<file path="src/rtl/impact_row_sequencer_if.sv">
// Command/response channel between a bank controller and impact_row_sequencer.
// The master issues one command at a time; the slave answers with a one-cycle strobe.
interface impact_row_sequencer_if;
    logic        cmd_valid;
    logic        cmd_ready;
    logic        cmd_we;
    logic [4:0]  cmd_row;
    logic [15:0] cmd_wdata;
    logic        rsp_valid;
    logic [15:0] rsp_rdata;

    modport master (
        output cmd_valid,
        output cmd_we,
        output cmd_row,
        output cmd_wdata,
        input  cmd_ready,
        input  rsp_valid,
        input  rsp_rdata
    );

    modport slave (
        input  cmd_valid,
        input  cmd_we,
        input  cmd_row,
        input  cmd_wdata,
        output cmd_ready,
        output rsp_valid,
        output rsp_rdata
    );
endinterface

</file>
<file path="src/rtl/impact_row_sequencer.sv">
// Single-bank IMPACT SRAM access sequencer: precharge, break-before-make gap,
// word-line pulse and recover, with all decoder/bitline outputs registered.
module impact_row_sequencer #(
    parameter int unsigned PRE_CYC  = 2,
    parameter int unsigned WL_CYC   = 4,
    parameter logic [9:0]  PARK_SEL = 10'h3E0
) (
    input  logic                         wb_clk_i,
    input  logic                         wb_rst_n,
    impact_row_sequencer_if.slave        cmd,
    output logic [9:0]                   row_sel,
    output logic                         pre_en,
    output logic                         bl_drv_en,
    output logic [15:0]                  bl_out,
    output logic [15:0]                  blb_out,
    input  logic [15:0]                  bl_in
);

    localparam logic [3:0] PRE_LOAD = 4'(PRE_CYC - 1);
    localparam logic [3:0] WL_LOAD  = 4'(WL_CYC - 1);

    typedef enum logic [2:0] {
        IDLE,
        PRE,
        GAP,
        ACT,
        DONE
    } state_t;

    state_t      state;
    logic [3:0]  cnt;
    logic        lat_we;
    logic [4:0]  lat_row;
    logic [15:0] lat_wdata;

    // NOTE: every register here is assigned with <= so all branches see the
    // pre-edge values; a blocking assignment would leak new state into later reads.
    always_ff @(posedge wb_clk_i or negedge wb_rst_n) begin
        if (!wb_rst_n) begin
            state         <= IDLE;
            cnt           <= '0;
            // NOTE: the command latch is plain flops, not a memory, so it is
            // reset too; a discarded command can never resurface after reset.
            lat_we        <= 1'b0;
            lat_row       <= '0;
            lat_wdata     <= '0;
            row_sel       <= PARK_SEL;
            pre_en        <= 1'b0;
            bl_drv_en     <= 1'b0;
            bl_out        <= '0;
            blb_out       <= '0;
            cmd.cmd_ready <= 1'b1;
            cmd.rsp_valid <= 1'b0;
            cmd.rsp_rdata <= '0;
        end else begin
            cmd.rsp_valid <= 1'b0;
            unique case (state)
                IDLE: begin
                    if (cmd.cmd_valid && cmd.cmd_ready) begin
                        lat_we        <= cmd.cmd_we;
                        lat_row       <= cmd.cmd_row;
                        lat_wdata     <= cmd.cmd_wdata;
                        cnt           <= PRE_LOAD;
                        cmd.cmd_ready <= 1'b0;
                        pre_en        <= 1'b1;
                        row_sel       <= PARK_SEL;
                        state         <= PRE;
                    end
                end
                PRE: begin
                    if (cnt == '0) begin
                        pre_en <= 1'b0;
                        state  <= GAP;
                    end else begin
                        cnt <= cnt - 4'd1;
                    end
                end
                GAP: begin
                    // Row only decodes after a full cycle with precharge released.
                    cnt     <= WL_LOAD;
                    row_sel <= {5'b0, lat_row};
                    if (lat_we) begin
                        bl_drv_en <= 1'b1;
                        bl_out    <= lat_wdata;
                        blb_out   <= ~lat_wdata;
                    end else begin
                        bl_drv_en <= 1'b0;
                    end
                    state <= ACT;
                end
                ACT: begin
                    if (cnt == '0) begin
                        if (!lat_we) begin
                            cmd.rsp_rdata <= bl_in;
                        end
                        row_sel       <= PARK_SEL;
                        bl_drv_en     <= 1'b0;
                        cmd.rsp_valid <= 1'b1;
                        state         <= DONE;
                    end else begin
                        cnt <= cnt - 4'd1;
                    end
                end
                DONE: begin
                    cmd.cmd_ready <= 1'b1;
                    state         <= IDLE;
                end
                default: begin
                    row_sel       <= PARK_SEL;
                    pre_en        <= 1'b0;
                    bl_drv_en     <= 1'b0;
                    cmd.cmd_ready <= 1'b1;
                    state         <= IDLE;
                end
            endcase
        end
    end

endmodule
</file>
<file path="src/flat_wrapper.sv">
// flat-port wrapper written by rule: the top's interface ports become plain ports
module impact_row_sequencer_flat 
#(
    parameter int unsigned PRE_CYC  = 2,
    parameter int unsigned WL_CYC   = 4,
    parameter logic [9:0]  PARK_SEL = 10'h3E0
)
  (wb_clk_i, wb_rst_n, row_sel, pre_en, bl_drv_en, bl_out, blb_out, bl_in, cmd_cmd_valid, cmd_cmd_we, cmd_cmd_row, cmd_cmd_wdata, cmd_cmd_ready, cmd_rsp_valid, cmd_rsp_rdata);
  impact_row_sequencer_if cmd_i ();
  input  logic wb_clk_i;
  input  logic wb_rst_n;
  output logic [9:0] row_sel;
  output logic pre_en;
  output logic bl_drv_en;
  output logic [15:0] bl_out;
  output logic [15:0] blb_out;
  input  logic [15:0] bl_in;
  input wire logic [$bits(cmd_i.cmd_valid)-1:0] cmd_cmd_valid;
  input wire logic [$bits(cmd_i.cmd_we)-1:0] cmd_cmd_we;
  input wire logic [$bits(cmd_i.cmd_row)-1:0] cmd_cmd_row;
  input wire logic [$bits(cmd_i.cmd_wdata)-1:0] cmd_cmd_wdata;
  output wire logic [$bits(cmd_i.cmd_ready)-1:0] cmd_cmd_ready;
  output wire logic [$bits(cmd_i.rsp_valid)-1:0] cmd_rsp_valid;
  output wire logic [$bits(cmd_i.rsp_rdata)-1:0] cmd_rsp_rdata;
  assign cmd_i.cmd_valid = cmd_cmd_valid;
  assign cmd_i.cmd_we = cmd_cmd_we;
  assign cmd_i.cmd_row = cmd_cmd_row;
  assign cmd_i.cmd_wdata = cmd_cmd_wdata;
  assign cmd_cmd_ready = cmd_i.cmd_ready;
  assign cmd_rsp_valid = cmd_i.rsp_valid;
  assign cmd_rsp_rdata = cmd_i.rsp_rdata;
  impact_row_sequencer #(.PRE_CYC(PRE_CYC), .WL_CYC(WL_CYC), .PARK_SEL(PARK_SEL)) u_core (.wb_clk_i(wb_clk_i), .wb_rst_n(wb_rst_n), .cmd(cmd_i), .row_sel(row_sel), .pre_en(pre_en), .bl_drv_en(bl_drv_en), .bl_out(bl_out), .blb_out(blb_out), .bl_in(bl_in));
endmodule
</file>
<file path="config.mk">
export PLATFORM = sky130hd
export DESIGN_NAME = impact_row_sequencer_flat
export DESIGN_NICKNAME = d
export VERILOG_FILES = /design/src/rtl/impact_row_sequencer_if.sv /design/src/rtl/impact_row_sequencer.sv /design/src/flat_wrapper.sv
export SDC_FILE = /design/constraint.sdc
export NUM_CORES = 1
export LEC_CHECK = 0
export CAP_MARGIN = 0
export CORE_AREA = 2 2 89 91
export CTS_CLUSTER_DIAMETER = 50
export DETAILED_ROUTE_END_ITERATION = 12
export DIE_AREA = 0 0 91 93
export PLACE_DENSITY_LB_ADDON = 0.08
export SLEW_MARGIN = 20
export SYNTH_ARGS = -nofsm -noshare
export SYNTH_HDL_FRONTEND = slang
export SYNTH_SLANG_ARGS = --single-unit
export TNS_END_PERCENT = 5
</file>
<file path="constraint.sdc">
create_clock -name wb_clk_i -period 2.6 [get_ports wb_clk_i]
set_clock_uncertainty 0.15 [all_clocks]
set_input_delay 0.52 -clock wb_clk_i [delete_from_list [all_inputs] [get_ports wb_clk_i]]
set_output_delay 0.52 -clock wb_clk_i [all_outputs]
set_load 0.005 [all_outputs]
</file>
==> Word-level counts from Yosys, hierarchy flattened <==
Cells that the tools add are included.
W data, S select, Z words.
{ "totals": {"inputBits": 41, "elab_cells": 65, "register_bits": 91, "output_inout_bits": 62} }
{ "op_classes": {"mux": 19, "bitwise": 6, "reduce_logical": 18, "n_eq_ne": 8, "n_addsub": 1} }
{ "op_table": {"columns": ["op", "count"], "rows": [
  ["$pmux W10 S4", 1],
  ["$mux W10", 2],
  ["$not A16 Y16", 1],
  ["$reduce_and A3 Y1", 5],
  ["$pmux W3 S4", 1],
  ["$pmux W4 S3", 1],
  ["$mux W3", 3],
  ["$reduce_or A3 Y1", 3],
  ["$mux W4", 2],
  ["$reduce_and A2 Y1", 4],
  ["$eq A3 B2 Y1 const B", 2],
  ["$mux W1", 6],
  ["$ne A2 B1 Y1 const B", 3],
  ["$pmux W1 S3", 2],
  ["$not A1 Y1", 5],
  ["$logic_not A4 Y1", 1],
  ["$reduce_or A2 Y1", 2],
  ["$sub A4 B1 Y4 const B", 1],
  ["$eq A3 B1 Y1 const B", 1],
  ["$eq A3 B3 Y1 const B", 1],
  ["$logic_not A3 Y1", 1],
  ["$reduce_bool A3 Y1", 1],
  ["$ne A2 B2 Y1 const B", 1],
  ["$pmux W1 S2", 1],
  ["$logic_and A1 B1 Y1", 1]
]} }

==> Depth between registers and ports, before layout <==
Gate-level depths: netlist of the first run.
{ "logic_depth": {"depth_word": 4, "depth_mapped": 7, "ltp_nobuf": 6} }

==> Worst setup path after synthesis of the first run <==
No wires, ideal clock.
{ "synth_path": {"path_type": "flip-flop to flip-flop", "start": "register u_core.cnt[0]", "end": "register u_core.cmd.rsp_rdata[0]", "arrival_ns": 1.675, "t_required_ns": 2.325, "n_path_buf": 2, "synth_period_minus_slack_ns": 1.950, "setup_ns": 0.125, "slack_ns": 0.650, "path_stages_with_launch": 8, "cell_sequence": "dfrtp_1 > inv_1 > ha_1 > nand4bb_4 > or3_1 > buf_6 > buf_6 > mux2_4"} }
{ "synth_via": {"elab_chain_cells": 2} }
{ "synth_rtl": {"columns": ["item", "line", "source"], "rows": [
  ["start, declared", "impact_row_sequencer.sv:31", "logic [3:0] cnt;"],
  ["start signal, assigned", "impact_row_sequencer.sv:75", "cnt <= cnt - 4'd1;"],
  ["start signal, assigned", "impact_row_sequencer.sv:101", "cnt <= cnt - 4'd1;"],
  ["$logic_not A4 Y1", "impact_row_sequencer.sv:92", "if (cnt == '0) begin"],
  ["$reduce_and A3 Y1 (no source line)", null, null],
  ["end signal, assigned", "impact_row_sequencer.sv:94", "cmd.rsp_rdata <= bl_in;"],
  ["end, declared", "impact_row_sequencer_if.sv:29", "output rsp_rdata"]
]} }
Every way passes these cells.
A chain may end at the register's enable or synchronous reset.

==> Final worst setup path of the first run <==
{ "layout_path": {"start": "register u_core.cnt[0]", "end": "register u_core.cmd.rsp_rdata[14]"} }
Same word-level chain as after synthesis.

==> results_dict.tcl, run 1 <==
set metrics [dict create \
    finalSetupViolCount 0 \
    synth_top_family_by_area "multiplexers" \
    fmax_mhz 446 \
    period_minus_slack_ns 2.24 \
    clock_path_buffers 2 \
    setup.worst_path.class "flip-flop to flip-flop" \
    ys_ff_latch 87 \
    grt_max_degree 50 \
    worstPathMaxFanout 16 \
    drt_iter0_drc 102 \
    end_kind "flip-flop" \
    numCtsBuffers 9 \
    cts_tree "yes" \
    final_core_util 0.631 \
    h-tree-depth 3 \
    drive_gt1_frac 0.224 \
    wl_per_cell_um 14.7 \
    critPathArrivalTime_ns 2.32 \
    synth-xor-area-share 0.00254 \
    synth_fp_nets 286 \
    worst_slew_pin_slew_ns 0.860 \
    die-area_mm2 0.00846 \
    num_rows 32 \
    overflow 0 \
    cts_sinks 87 \
    syn_avg_cell_area_um2 14.2 \
    clk_pin_slew_ns 0.08 \
    via_count 2219 \
    leakage_uw 0.00211 \
    hold_class "flip-flop to flip-flop" \
    yosys.area.top_type "dfrtp_1" \
    ir_drop_uv 530 \
    grt_first_pass_wirelength_um 10500 \
    die_y_um 93 \
    synth_area_leaders "dfrtp_1, mux2_2, mux2_4" \
    die_x_um 91 \
    crit_path_start_kind "flip-flop" \
    worstPathRequired_ns 2.68 \
    yosys_warnings 0 \
    fp.coreArea_mm2 0.00753 \
    dp_hpwl_um 4710 \
    io_pins 103 \
    grt_setup_unrepaired "false" \
    antenna_found_initial 0 \
    grt_usage 0.163 \
    synthAdderAreaFrac 0.00725 \
    fin_tns_setup_ns 0 \
    status "complete, no violations" \
    ys.flop_type "dfrtp_1" \
    antenna_left 0 \
    drv_slew 0 \
    gp_congestion 0.744 \
    maxSlewHeadroom 0.427 \
    synth-simple-area-share 0.0631 \
    ys_seq_area_frac 0.631 \
    syn2layout_area_growth_pct 37.5 \
    yosysTopAreaCellShare 0.616 \
    nNetsFinal 388 \
    n_antenna_cell 0 \
    fin_crit_sh 0.863 \
    maxCapViolCount 0 \
    synth_enable_flop_cells 0 \
    clock_latency_ns 0.35 \
    finalHoldViolations 0 \
    netlist_area_mm2 0.00345 \
    clock-root-buffer "clkbuf_8" \
    drt_pre_antenna_iters 4 \
    yosysUniqueCellTypes 38 \
    drc 0 \
    start_util 0.459 \
    drt-total-wl_um 6620 \
    netlist_instances 243 \
    via_per_inst 4.93 \
    synthMuxAreaShare 0.190 \
    cellPowerDensity_mw_per_mm2 1110 \
    synth_compound_area_frac 0.0660 \
    synthArstFlopShare 1.00 \
    first_global_vias 2101 \
    io_buffers 102 \
]
-- critical path, cell delays in order, from the launching register on --
cell	delay, ns
dfrtp_1	0.40
inv_1	0.09
ha_1	0.23
nand4bb_4	0.14
or3_1	0.69
mux2_4	0.43
-- power by group --
part | switching (uW) | internal [uW]
logic | 643 | 1360
clock network | 442 | 456
registers | 394 | 1980
total | 1480 | 3790
-- registers in the layout, summed over array words and instances, names as in the netlist --
name and flops:
u_core.bl_out 16, u_core.lat_we 1, u_core.blb_out 16, u_core.cnt 4, u_core.cmd.rsp_valid 1, u_core.pre_en 1, u_core.cmd.cmd_ready 1, u_core.lat_row 5
u_core.lat_wdata 16, u_core.state 3, u_core.cmd.rsp_rdata 16, u_core.bl_drv_en 1, u_core.row_sel 6
-- metrics by stage --
step	setup WS [ns]	hold WS (ns)	cell area (um^2)	instances	total power, uW
4_1_cts	0.328	0.335	4750	450	5350
3_5_place_dp	0.342	0.320	4550	435	4440
6_report	0.357	0.331	4750	450	5270
3_3_place_gp	0.360	0.312	4550	435	4380
5_1_grt	0.267	0.350	4750	450	5620
2_1_floorplan	0.650	0.0744	3450	243	3320
-- worst paths after layout --
kind,start,to,cells after the start,slack (ns)
worst max-delay path,u_core.cnt[0],u_core.cmd.rsp_rdata[14],5,0.36
worst max register to register,u_core.cnt[0],u_core.cmd.rsp_rdata[14],5,0.36
worst min-delay path,u_core.blb_out[10],u_core.blb_out[10],2,0.33
min in group asynchronous,wb_rst_n,u_core.cmd.rsp_rdata[0],2,0.53
worst min register to register,u_core.blb_out[10],u_core.blb_out[10],2,0.33
max in group asynchronous,wb_rst_n,u_core.lat_wdata[5],3,1.13
-- logic make-up after synthesis --
group	count (synthesis)
simple gates	38
fa+ha+maj	2
xor+xnor	1
buf+inv	23
compound gates	37
mux	55
flops	87
-- metal layers --
metal / vias up / wire length, um / track usage
met2: 61 / 3130 / 0.252
met3: 11 / 340 / 0.0355
met1: 1090 / 3010 / 0.219
met5: - / 0 / 0
met4: 0 / 140 / 0.0795
li1: 1057 / - / -
-- final cells by class --
type	instances	area, um^2
Clock buffer	10	138
Multi-Input combinational cell	133	1150
Timing Repair Buffer	107	1080
Clock inverter	4	47.5
Inverter	7	26.3
Tap cell	102	128
Fill cell	617	2780
Sequential cell	87	2180
-- synthesized netlist by cell type (2+ instances only) --
cell type and n:
ha_1 2, inv_1 7, nand2b_1 2, dfrtp_1 85, mux2_4 10, or3_1 3
a21oi_1 4, buf_2 2, buf_6 3, buf_4 7, dfstp_2 2, mux2_2 43
clkbuf_1 3, nand2_1 16, a22o_1 5, nor2_1 8, o21ai_0 20
-- layout by cell type, fill, tap and decap left out, drive strengths merged, types with 2 or more instances in the layout --
master         instances
nand2                 16
mux2                  54
a21oi                  4
nor2                   8
nand4bb                2
or3                    3
nand2b                 2
clkdlybuf4s50        101
dfstp                  2
dfrtp                 85
ha                     2
buf                    5
o21ai                 21
a22o                   5
clkbuf                10
inv                    7
clkinv                 2
-- repair_timing --
item / 4_1_cts / 5_1_grt
buffers inserted: 0 / 0
hold endpoints to repair: 1 / 0
resized for setup: 0 / 0
hold buffers: 1 / 0
endpoints found under the setup margin: 0 / 0
Note: power is estimated with default switching activity, not from simulation.
==> inputs of run 2 (changes only) <==
--- a/config.mk
+++ b/config.mk
@@ -11,7 +11,7 @@
 export DETAILED_ROUTE_END_ITERATION = 12
 export DIE_AREA = 0 0 91 93
 export PLACE_DENSITY_LB_ADDON = 0.08
-export SLEW_MARGIN = 20
+export SLEW_MARGIN = 10
 export SYNTH_ARGS = -nofsm -noshare
 export SYNTH_HDL_FRONTEND = slang
 export SYNTH_SLANG_ARGS = --single-unit
==> results of run 2 <==
No change in the layout: final DEF, timing and power equal those of run 1.
